===== src/rtl/romix_job_dispatch.sv =====
// Round-robin job dispatcher feeding the ROMix core array.
// Picks the next free core after the last one issued and fires a start strobe.
module romix_job_dispatch #(
    parameter int NUM_CORES = 32,
    parameter int IDX_W     = 5,
    parameter int DATA_W    = 32
) (
    input  logic                 clk,
    input  logic                 reset,
    input  logic                 in_valid,
    output logic                 in_ready,
    input  logic [DATA_W-1:0]    in_nonce,
    input  logic [NUM_CORES-1:0] core_busy,
    output logic [NUM_CORES-1:0] core_start,
    output logic [DATA_W-1:0]    core_nonce,
    output logic [IDX_W-1:0]     core_idx,
    output logic                 all_busy,
    output logic [15:0]          dispatch_cnt
);

    typedef enum logic [1:0] {
        IDLE,
        SCAN,
        ISSUE
    } state_t;

    state_t              state;
    logic [IDX_W-1:0]    ptr;
    logic [IDX_W-1:0]    cand;
    logic [IDX_W-1:0]    scan_cnt;
    logic [DATA_W-1:0]   nonce_q;

    localparam logic [IDX_W-1:0]     LAST = IDX_W'(NUM_CORES - 1);
    localparam logic [NUM_CORES-1:0] ONE  = {{(NUM_CORES-1){1'b0}}, 1'b1};

    // Explicit wrap so non-power-of-two core counts stay in range
    function automatic logic [IDX_W-1:0] inc(input logic [IDX_W-1:0] x);
        return (x == LAST) ? '0 : x + 1'b1;
    endfunction

    always_ff @(posedge clk) begin
        if (reset) begin
            state        <= IDLE;
            in_ready     <= 1'b1;
            core_start   <= '0;
            core_nonce   <= '0;
            core_idx     <= '0;
            all_busy     <= 1'b0;
            dispatch_cnt <= '0;
            ptr          <= LAST;
            cand         <= '0;
            scan_cnt     <= '0;
            nonce_q      <= '0;
        end else begin
            core_start <= '0;
            core_nonce <= '0;
            core_idx   <= '0;
            unique case (state)
                IDLE: begin
                    if (in_valid && in_ready) begin
                        nonce_q  <= in_nonce;
                        cand     <= inc(ptr);
                        scan_cnt <= '0;
                        in_ready <= 1'b0;
                        state    <= SCAN;
                    end
                end
                SCAN: begin
                    if (!core_busy[cand]) begin
                        core_start   <= ONE << cand;
                        core_nonce   <= nonce_q;
                        core_idx     <= cand;
                        ptr          <= cand;
                        dispatch_cnt <= dispatch_cnt + 16'd1;
                        all_busy     <= 1'b0;
                        state        <= ISSUE;
                    end else begin
                        cand <= inc(cand);
                        if (scan_cnt == LAST) begin
                            all_busy <= 1'b1;
                            scan_cnt <= '0;
                        end else begin
                            scan_cnt <= scan_cnt + 1'b1;
                        end
                    end
                end
                ISSUE: begin
                    in_ready <= 1'b1;
                    state    <= IDLE;
                end
                default: begin
                    in_ready <= 1'b1;
                    state    <= IDLE;
                end
            endcase
        end
    end

endmodule


===== config.mk =====
export PLATFORM = sky130hd
export DESIGN_NAME = romix_job_dispatch
export DESIGN_NICKNAME = d
export VERILOG_FILES = /design/src/rtl/romix_job_dispatch.sv
export SDC_FILE = /design/constraint.sdc
export NUM_CORES = 1
export LEC_CHECK = 0
export CORE_UTILIZATION = 42
export DETAILED_ROUTE_END_ITERATION = 8
export PLACE_DENSITY_LB_ADDON = 0.08
export SETUP_SLACK_MARGIN = 0.05
export SLEW_MARGIN = 20
export SYNTH_ARGS = -nofsm -noshare
export SYNTH_HDL_FRONTEND = slang
export SYNTH_SLANG_ARGS = --single-unit

===== constraint.sdc =====
create_clock -name clk -period 2.5 [get_ports clk]
set_clock_uncertainty 0.05 [all_clocks]
set_input_delay 0.25 -clock clk [delete_from_list [all_inputs] [get_ports clk]]
set_output_delay 0.25 -clock clk [all_outputs]
set_load 0.01 [all_outputs]

# ---- Yosys cells after proc, flatten, opt, wreduce, memory -nomap -nowiden
# Index checks and enable logic that the tools add are counted.
dict set report classes {
  add_sub_neg 4
  n_lt_le_gt_ge 1
  n_shift 1
  muxes 18
  reduce_logical 10
  eq_ne 8
  n_bitwise 2
}
# cell count
set op_table {}
lappend op_table {{5-bit 2-to-1 mux} 7}
lappend op_table {{1-bit by 5-bit left shift with 32-bit output, first input constant} 1}
lappend op_table {{5-bit one-hot mux with 2 select lines} 2}
lappend op_table {{16-bit by 1-bit adder with 16-bit output, second input constant} 1}
lappend op_table {{5-bit by 1-bit adder with 5-bit output, second input constant} 3}
lappend op_table {{5-bit equality test, second input constant} 3}
lappend op_table {{2-bit AND reduction} 5}
lappend op_table {{5-bit by 6-bit < comparator with 1-bit output, second input constant} 1}
lappend op_table {{2-bit inequality test, second input constant} 3}
lappend op_table {{1-bit binary-select mux with 5-bit select} 1}
lappend op_table {{1-bit 2-to-1 mux} 4}
lappend op_table {{2-bit 2-to-1 mux} 2}
lappend op_table {{2-bit one-hot mux with 2 select lines} 1}
lappend op_table {{3-bit AND reduction} 1}
lappend op_table {{3-bit OR reduction} 1}
lappend op_table {{2-bit by 1-bit equality test with 1-bit output, second input constant} 1}
lappend op_table {{2-bit logical NOT} 1}
lappend op_table {{2-bit by 1-bit inequality test with 1-bit output, second input constant} 1}
lappend op_table {{1-bit inverter} 2}
lappend op_table {{1-bit one-hot mux with 2 select lines} 1}
lappend op_table {{2-bit nonzero test} 1}
lappend op_table {{1-bit logical AND} 1}
dict set report word_totals {
  out_inout_bits 87
  inputBits 67
  word_cells 55
  reg_bits 136
}

# ---- Logic depth before layout (Yosys ltp)
# Gate-level depths: netlist of the first run.
dict set report logic_depth {
  ltp_word 4
  mapped_depth 12
  depth_no_buf 8
}

# ---- Worst setup path after synthesis of the first run
# Ideal clock, no wire load.
dict set report synth_timing {
  kind {register to register}
  from {register cand[0]}
  to {register dispatch_cnt[12]}
  path_stages_with_launch 9
  required_time_ns 2.329
  n_path_buf 2
  slack_ns -0.053
  arrival_ns 2.383
  setup_time_ns 0.121
  period_less_slack_ns 2.553
  cell_sequence {dfxtp_1 -> clkbuf_1 -> mux4_2 -> a32oi_1 -> nand3_2 -> a21oi_4 -> buf_4 -> nand4_1 -> mux2_2}
}
dict set report synth_via {
  elab_chain_cells 4
}
# element line
set synth_rtl {}
lappend synth_rtl {{start: declaration} 29} ;# logic [IDX_W-1:0] cand;
lappend synth_rtl {{start signal: assignment} 62} ;# cand <= inc(ptr);
lappend synth_rtl {{start signal: assignment} 78} ;# cand <= inc(cand);
lappend synth_rtl {{1-bit binary-select mux with 5-bit select} 69} ;# if (!core_busy[cand]) begin
lappend synth_rtl {{1-bit 2-to-1 mux (not written as such)} 69}
lappend synth_rtl {{1-bit inverter (no line)} --}
lappend synth_rtl {{2-bit AND reduction (no line)} --}
lappend synth_rtl {{end signal: assignment} 74} ;# dispatch_cnt <= dispatch_cnt + 16'd1;
lappend synth_rtl {{end: declaration} 18} ;# output logic [15:0] dispatch_cnt
# Every way passes these cells. The select of a mux whose other input is x is not followed.
# A chain may end at the register's enable or synchronous reset.

# ---- Worst setup path in the final report of the first run
dict set report layout_timing {
  from {register cand[1]}
  to {register dispatch_cnt[15]}
}
# Same word-level chain as after synthesis.

==> impl_results.md, run 1 <==
- Root Driver: clkbuf_16
- Die Area: between 10000 and 15000 sq um
- Crit path largest cell delay: ~500 ps
- Seq/Total Area, Yosys: 0.5285
- GRT Resource Usage Total: 0.1922
- Synth warnings: 0
- Synth Cell Area: 5151 sq um
- Flops & latches, synth: 136
- Max Slew Vio Count: 0
- Design area: around 7600 sq um
- R2R cell count: 8
- Synth cell types: between 50 and 60
- Cell Pwr Density: roughly 750 nW/um^2
- Final setup viols: 0
- Min cycle time layout: 2339 ps
- TNS Setup: 0 ps
- Top_reg_cell synth: dfxtp_1
- Routed vias/inst: 4.939
- Site Rows: 40
- Core area: about 12000 sq um
- Fin crit share: 0.9356
- CTS tree: done
- R2r setup slk: 160 ps
- R2R Path Start: cand[1]
- Max Cap Viol: 0
- Crit path kind: reg -> reg
- DP Worst Slack: -117.4 ps
- Initial DRC count: 241
- Worst-path fanout max: 8
- Worst Max-Slew Pin Slew: 591.1 ps
- # port buffers: 153
- Async set-or-reset flop fraction in the synthesized netlist: 0
- RSZ-0062 raised after global routing: false
- Post-synth EDFFs: 0
- Crit path cell chain: buf_12 > mux4_2 > a32oi_2 > nand3_2 > buf_4 > a211oi_4 > nand3_1 > mux2_2
- CTS H-Tree Depth: 4
- GP Congestion: 0.8518
- Post-synth top area cell: dfxtp_1
- Sequential Area: 2728 sq um
- Ports: 154
- Worst Path Required: 2750 ps
- Max Fclk: 0.4275 GHz
- DRC Markers: 0
- Die height: about 110 microns
- Via count: approximately 4200
- Layout net count: 777
- Net count after synthesis: 615
- Initial Util: 0.4306
- Startpoint types: flip-flop
- Leakage Power: 2.895 nW
- Top delay family on crit path: multiplexers
- Clock slew at reported path FFs: 60 ps
- Placed Instances: between 800 and 900
- Area Growth Syn to Fin: 47.58%
- Vias in the first global route: 4098
- Clk buf depth: 2
- Post-Route WL: 11.67 mm
- Pin count of the biggest net entering global routing: 41
- Gr busiest metal: met2
- HP Class: in -> reg
- First-pass GRT wire length: 19.21 mm
- Global Route met2 Usage: 0.3210
- Area after DPL: around 7000 sq um
- Hold Crit Start: reset
- Non-Filler Instances: 857
- Die X: around 110 microns
- Critical Path Sink Type: flip-flop
- Clk sinks: 136
- Hold depth: 3
- CTS Buf Count: 17
- Antenna violations before repair: 0
- Peak supply drop: around 380 uV
- Syn_area_per_cell: slightly below 10 sq um
- CTS Hold Bufs: 0
- Pwr Total: 5.724 mW
- Area of the multi-input gates: between 2000 and 2500 sq um
- M3 GR Usage: 0.05838
- Status: finished clean
- TritonRoute pass-1 iters: 4
- Synthesized instance count: around 540
- Rel. slew slack: 0.6059
- Crit-path slowest cell: mux4_2
- Top post-synthesis cells by area: dfxtp_1 (53%), nand2_1 (5.4%), and2_1 (4.4%)
- Fill cells: 1002
- Final worst setup slack: 160.9 ps
- Routed WL per cell: 13.62 microns
- Share of cells above drive strength 1: 0.1282
- Crit path buf inv count: 2
- Post-DP HPWL: 8.032 mm
- Global route overflow: 0
- Met1 Use GR: 0.2296
- Endpoints failing hold: 0
- Insertion delay to the later sink of the worst-skew pair: approximately 420 ps
- Arrival time worst endpoint: 2590 ps
- Synth top area share: 0.5285
- Number of routed nets with antenna violations: 0
- Ant. Diodes: 0
- RR Endpoint: dispatch_cnt[15]
- Worst hold endpoint: dispatch_cnt[9]
cell usage after synthesis (all sizes together), types with 2 or more instances:
cell type,number
xnor2,5
dfxtp,136
a32oi,2
a21oi,45
nand4,4
inv,8
or3,2
ha,12
nor2b,12
nor3b,3
nor2,50
buf,13
xor2,2
o21ai,2
and4,3
nand3,25
a211oi,3
nor4b,2
mux4,5
and2,36
a211o,5
nor3,6
nand3b,4
o211ai,2
mux2i,10
nand2,78
and3,7
clkbuf,22
a31o,3
a31oi,4
mux2,7
nand2b,7
through the flow:
stage / hold slack [ps] / util
6_report: 195.6 / 0.6356
3_5_place_dp: 389.4 / 0.5773
5_1_grt: 238.6 / 0.6356
2_1_floorplan: 336.0 / -
4_1_cts: 195.6 / 0.6310
3_3_place_gp: 385.0 / 0.5773
how the worst max path moves through the flow:
| stage | start | end | slack (ps) | cells after the start |
|---|---|---|---|---|
| 6_report | cand[1] | dispatch_cnt[15] | 160 | 8 |
| 5_1_grt | cand[0] | dispatch_cnt[13] | 50 | 9 |
| 4_1_cts | cand[1] | core_start[3] | 60 | 8 |
| 3_5_place_dp | core_busy[14] | dispatch_cnt[7] | -120 | 8 |
| 3_3_place_gp | core_busy[15] | dispatch_cnt[7] | -50 | 8 |
| 2_1_floorplan | cand[1] | dispatch_cnt[12] | 60 | 9 |
where the power goes:
group / switching [mW] / internal [mW] / total [mW]
Combinational: 0.410 / 0.395 / 0.804
Sequential: 0.0657 / 2.26 / 2.33
Clock: 0.871 / 1.72 / 2.59
Total: 1.35 / 4.38 / 5.72
tightest hold or removal path, stage by stage:
cell,delay [ps]
buf_2,150
nor2_1,90
mux2_2,140
cell usage in the layout, fill, tap and decap left out, types with 3 or more instances in the layout:
cell and n:
nand2_2 3, buf_12 3, nor3_1 6, mux2i_1 10, xnor2_1 5, and3_1 7
nand3_1 24, nor2b_1 12, nand2_1 74, mux4_2 5, and4_1 3, nand4_1 4
mux2_2 7, clkbuf_8 6, nor2_1 50, nand3b_1 3, a31oi_1 4, clkdlybuf4s50_1 152
clkbuf_16 18, a21oi_1 44, nand2b_1 6, and2_1 36, inv_1 7, a31o_2 3
buf_4 21, a211o_1 5, bufinv_16 3, ha_1 12, dfxtp_1 134
registers in the layout, indices dropped and copies added, names as in the netlist:
signal,cells
core_nonce,32
core_start,32
nonce_q,32
dispatch_cnt,16
cand,5
core_idx,5
ptr,5
scan_cnt,5
state,2
all_busy,1
in_ready,1
cell type report:
class | instances | share of cell area
clock inverter | 6 | 0.01465
multi-input combinational | 357 | 0.2972
sequential | 136 | 0.3588
timing repair buffer | 178 | 0.2327
tap | 147 | 0.02419
clock buffer | 25 | 0.06781
inverter | 8 | 0.004608
routing by layer:
metal	wire length (microns)	up-vias
li1	-	2125
met4	155	0
met2	5702	113
met3	679	16
met1	5134	1979
met5	0	-
logic make-up after synthesis:
| family | after synthesis | share of synthesized area |
|---|---|---|
| muxes | 22 | 0.05660 |
| xor gates and xnor gates | 7 | 0.01190 |
| and+or+nand+nor | 244 | 0.2422 |
| buffers and inverters | 43 | 0.04299 |
| adders and majority gates | 12 | 0.02915 |
| DFF | 136 | 0.5285 |
| AOI/OAI and AO/OA | 72 | 0.08866 |
repair_timing:
| item | in CTS | in global routing |
|---|---|---|
| setup endpoints to repair | 2 | 55 |
| resized for setup | 3 | 6 |
| setup buffers | 1 | 0 |
| pin swaps | 2 | 2 |
| cloned | 0 | 1 |
| endpoints found under the hold margin | 0 | 0 |
(Power assumes the default switching activity.)
==> run 2: changes to the inputs <==
--- a/config.mk
+++ b/config.mk
@@ -5,7 +5,7 @@
 export SDC_FILE = /design/constraint.sdc
 export NUM_CORES = 1
 export LEC_CHECK = 0
-export CORE_UTILIZATION = 42
+export CORE_UTILIZATION = 47
 export DETAILED_ROUTE_END_ITERATION = 8
 export PLACE_DENSITY_LB_ADDON = 0.08
 export SETUP_SLACK_MARGIN = 0.05
==> constraint.sdc (replaced) <==
create_clock -name clk -period 2.45 [get_ports clk]
set_clock_uncertainty 0.05 [all_clocks]
set_input_delay 0.245 -clock clk [delete_from_list [all_inputs] [get_ports clk]]
set_output_delay 0.245 -clock clk [all_outputs]
set_load 0.01 [all_outputs]
==> impl_results.md, run 2 (synthesis results as in run 1) <==
- Most common cell on crit path: buf_4
- Clock network fraction of design power: 0.433
- Max Slew Vio Count: 0
- Non-Filler Instances: 857
- Initial DRC count: 298
- GRT Resource Usage Total: 0.2196
- Fin crit share: 0.9594
- Crit path kind: reg -> reg
- Most common cell after layout, fill and taps aside: clkdlybuf4s50_1
- Global route overflow: 0
- Sw Share: 0.2601
- Final setup viols: 0
- Vias in the first global route: 4276
- Crit-path slowest cell: mux4_2
- Max Fclk: 0.4254 GHz
- Die X: 106.7 microns
- CTS H-Tree Depth: 4
- R2r setup slk: 100 ps
- Peak supply drop: 596.9 uV
- First-pass GRT wire length: 20.07 mm
- Max Cap Viol: 0
- Startpoint types: flip-flop
- Die Area: between 10000 and 15000 sq um
- Die height: 106.7 microns
- RR Endpoint: dispatch_cnt[12]
- Largest regs: core_nonce x32, core_start x32, nonce_q x32
- Arrival time worst endpoint: 2690 ps
- Insertion delay to the later sink of the worst-skew pair: 500 ps
- Worst-path fanout max: 9
- RSZ-0062 raised after global routing: true
- TritonRoute pass-1 iters: 5
- Leakage Power: 2.923 nW
- Most frequent cells in the layout: clkdlybuf4s50_1 (152), dfxtp_1 (135), nand2_1 (74)
- Endpoints failing hold: 0
- CTS Buf Count: 17
- Number of routed nets with antenna violations: 0
- Clk sinks: 136
- Logic gate share of total power: 0.150
- Root Driver: clkbuf_8
- Worst hold endpoint: nonce_q[9]
- # port buffers: around 150
- Crit path largest cell delay: 480 ps
- Ant. Diodes: 0
- Pin count of the biggest net entering global routing: 37
- Routed vias/inst: 5.056
- Post-Route WL: between 10 and 15 mm
- Via count: ~4300
- Core area: 10460 sq um
- Sequential power share: 0.417
- Share of cells above drive strength 1: 0.1373
- Rel. slew slack: 0.6997
- R2R cell count: 9
- Routed WL per cell: 14.21 microns
- DRC Markers: 0
- Worst Path Required: 2790 ps
- Antenna violations before repair: 0
- Site Rows: 37
- HP Class: in -> reg
- Placed Instances: just over 800
- Clk buf depth: 2
- Layout net count: roughly 800
- Hold depth: 3
- Ports: 154
- Initial Util: 0.4923
- Area Growth Syn to Fin: 47.58%
- Critical Path Sink Type: flip-flop
- Fill cells: around 800
- Post-DP HPWL: 8.354 mm
- Min cycle time layout: around 2400 ps
- Net switching power: around 1.5 mW
- Worst Max-Slew Pin Slew: 450.4 ps
- GP Congestion: 0.8570
- Hold Crit Start: in_nonce[9]
- TNS Setup: 0 ps
- Crit path cell chain: buf_4 > mux2i_1 > mux4_2 > a22oi_2 > buf_4 > a21oi_4 > buf_12 > nand4_1 > mux2_2
- Internal power: 4.202 mW
- Status: finished clean
- Cell Pwr Density: 747.0 nW/um^2
- R2R Path Start: cand[1]
- Core Util, Final: 0.7266
- Clock slew at reported path FFs: approximately 70 ps
- CTS tree: done
[run 2: cell types whose count changed in the layout (fill, tap and decap cells not counted), moves of 2 or more]
cell	delta
clkbuf_16	-2
clkinvlp_4	+3
buf_4	+8
inv_6	+5
clkbuf_8	-5
[run 2: routing by layer]
metal / GRT usage / up-vias / wire length [microns]
li1: - / 2152 / -
met1: 0.2673 / 2050 / 5352
met2: 0.3811 / 127 / 6103
met3: 0.06079 / 4 / 669
met4: 0.05577 / 0 / 49
met5: 0 / - / 0
[run 2: worst max path at each step]
| stage | cells past startpoint | slack, ps | to | from |
|---|---|---|---|---|
| 2_1_floorplan | 9 | 10 | dispatch_cnt[12] | cand[1] |
| 3_3_place_gp | 8 | -80 | dispatch_cnt[7] | core_busy[15] |
| 3_5_place_dp | 8 | -120 | dispatch_cnt[7] | core_busy[12] |
| 4_1_cts | 7 | 50 | dispatch_cnt[7] | cand[1] |
| 5_1_grt | 8 | 10 | dispatch_cnt[7] | cand[1] |
| 6_report | 9 | 100 | dispatch_cnt[12] | cand[1] |
[run 2: final cells by class]
class                   count  area, sq um  area share
clock buffers              18        417.9     0.05497
clock inverters            14        162.7     0.02140
inverters                   8        35.03    0.004608
multi-input cells         357         2245      0.2953
flip-flops and latches    136         2726      0.3586
well taps                 136        170.2     0.02238
repair buffers            188         1846      0.2428
[run 2: critical path, delay by kind of cell (launching register included)]
family,cells,cell delay (ps)
AO/OA/AOI/OAI,2,290
buffers and inverters,3,500
flip-flops,1,370
multiplexers,3,930
AND/OR/NAND/NOR,1,100
[run 2: power by group through the flow]
stage / Sequential [mW] / Combinational [mW] / Clock, mW
after global placement: 2.41 / 0.805 / 0
after floorplan: 2.40 / 0.485 / 0
final: 2.37 / 0.850 / 2.46
after CTS: 2.37 / 0.834 / 2.50
after detailed placement: 2.42 / 0.823 / 0
after global routing: 2.38 / 0.927 / 2.62
[run 2: metrics by stage]
step	hold slack (ps)	worst slack (ps)	power, mW	cell area (sq um)
detailed placement	389.3	-124.6	3.239	6960
global placement	384.5	-83.43	3.217	6960
CTS	221.3	53.64	5.708	7553
floorplan	331.0	11.80	2.888	5171
finish	236.5	99.45	5.679	7602
global route	226.7	11.35	5.930	7602
[run 2: what timing repair did]
item / CTS / global route
resized for setup: 1 / 5
endpoints found under the setup margin: 31 / 31
pin swaps: 0 / 2
hold endpoints to repair: 1 / 0
setup buffers: 0 / 5
hold buffers: 1 / 0
==> run 3: changes to the inputs <==
--- a/config.mk
+++ b/config.mk
@@ -5,11 +5,11 @@
 export SDC_FILE = /design/constraint.sdc
 export NUM_CORES = 1
 export LEC_CHECK = 0
+export CORE_ASPECT_RATIO = 1.4
 export CORE_UTILIZATION = 47
 export DETAILED_ROUTE_END_ITERATION = 8
 export PLACE_DENSITY_LB_ADDON = 0.08
 export SETUP_SLACK_MARGIN = 0.05
-export SLEW_MARGIN = 20
 export SYNTH_ARGS = -nofsm -noshare
 export SYNTH_HDL_FRONTEND = slang
 export SYNTH_SLANG_ARGS = --single-unit
==> impl_results.md, run 3 (synthesis results as in run 1) <==
- Initial DRC count: 230
- DRC Markers: 0
- Max Fclk: about 0.44 GHz
- Status: finished clean
- Net switching power: 1.437 mW
- Ports: 154
- Pin count of the biggest net entering global routing: 34
- Pwr Total: 5.535 mW
- Critical Path Sink Type: flip-flop
- Core area: 10520 sq um
- CTS H-Tree Depth: 4
- Rel. slew slack: 0.6767
- Worst Max-Slew Pin Slew: between 400 and 500 ps
- Max Slew Vio Count: 0
- Routed vias/inst: 5.060
- Initial Util: 0.4899
- Antenna violations before repair: 0
- Max Cap Viol: 0
- First-pass GRT wire length: 20.07 mm
- CTS Buf Count: 17
- HP Class: in -> reg
- Cell Pwr Density: 733.7 nW/um^2
- Most frequent cells in the layout: clkdlybuf4s50_1 (152), dfxtp_1 (134), nand2_1 (74)
- Worst Path Required: 2690 ps
- CTS Hold Bufs: 0
- TritonRoute pass-1 iters: 4
- Arrival time worst endpoint: 2530 ps
- Area Growth Syn to Fin: 46.47%
- Hold Crit Start: reset
- Leakage Power: 2.888 nW
- R2R Path Start: cand[1]
- Fin crit share: 0.9353
- Sequential power share: 0.428
- Final setup viols: 0
- Startpoint types: flip-flop
- R2r setup slk: 160 ps
- Site Rows: 44
- Largest regs: core_nonce x32, core_start x32, nonce_q x32
- Root Driver: clkbuf_16
- Post-Route WL: 12.02 mm
- Clk buf depth: 2
- Die Area: 11390 sq um
- Layout net count: 781
- Min cycle time layout: about 2300 ps
- # port buffers: 153
- Logic gate share of total power: 0.149
- Number of routed nets with antenna violations: 0
- Core Util, Final: 0.7175
- GP Congestion: roughly 0.87
- TNS Setup: 0 ps
- Share of cells above drive strength 1: 0.1373
- Crit path kind: reg -> reg
- Routed WL per cell: 14.10 microns
- Vias in the first global route: about 4300
- Insertion delay to the later sink of the worst-skew pair: 410 ps
- Sw Share: 0.2596
- GRT Resource Usage Total: 0.2191
- Non-Filler Instances: about 850
- Clock network fraction of design power: 0.423
- Via count: 4311
- RSZ-0062 raised after global routing: false
- Die height: 125.9 microns
- Placed Instances: 816
- Worst hold endpoint: dispatch_cnt[1]
- Hold depth: 2
- R2R cell count: 8
- Clk sinks: around 140
- Endpoints failing hold: 0
- Ant. Diodes: 0
- Post-DP HPWL: 8.324 mm
- CTS tree: done
- Peak supply drop: just under 600 uV
- Clock slew at reported path FFs: 60 ps
- Worst-path fanout max: 12
- Internal power: between 4 and 5 mW
- Global route overflow: 0
- Fill cells: 793
- Crit path from: cand[1]
- RR Endpoint: dispatch_cnt[9]
- Most common cell after layout, fill and taps aside: clkdlybuf4s50_1
- Hold WS: around 210 ps
- Die X: 90.48 microns
## run 3: timing repair
item	in CTS	in global routing
setup buffers	0	5
gates cloned	0	0
endpoints found under the setup margin	61	60
pin swaps	0	1
gates resized for setup	2	8
## run 3: how the worst max path moves through the flow
stage                        to  depth (start not counted)
2_1_floorplan  dispatch_cnt[12]                          9
3_3_place_gp    dispatch_cnt[7]                          8
3_5_place_dp    dispatch_cnt[7]                          8
4_1_cts                  ptr[0]                          7
5_1_grt                 cand[3]                          8
6_report        dispatch_cnt[9]                          8
## run 3: critical path: stages (launching register included)
cell and delay [ps]:
dfxtp_4 360, buf_12 120, mux4_2 500, a32oi_2 190, nand3_2 130, a21oi_4 260
buf_12 160, nand4_1 120, mux2_2 290
## run 3: area by class of cell
type	instances	area (sq um)	share of cell area
clock inverters	14	123.9	0.01642
repair buffers	182	1802	0.2388
multi-input cells	357	2258	0.2993
inverters	8	35.03	0.004643
well taps	138	172.7	0.02289
flip-flops and latches	136	2728	0.3615
clock buffers	17	425.4	0.05638
## run 3: stage by stage
step                worst slack, ps  cell area (sq um)
floorplan                     11.80               5171
global placement             -72.14               6913
detailed placement           -118.2               6913
CTS                           77.89               7466
global route                  44.15               7545
finish                        158.4               7545
## run 3: power groups by stage
stage	logic [mW]	clock network, mW	registers, mW
2_1_floorplan	0.485	0	2.40
4_1_cts	0.796	2.38	2.37
6_report	0.825	2.34	2.37
3_3_place_gp	0.768	0	2.41
3_5_place_dp	0.786	0	2.42
5_1_grt	0.907	2.50	2.38
## run 3: routing by layer
metal	routed length (microns)	up-vias	GRT usage
met5	0	-	0
met4	144	0	0.07495
met3	452	16	0.05857
met2	6462	110	0.3988
met1	4958	2048	0.2438
li1	-	2137	-
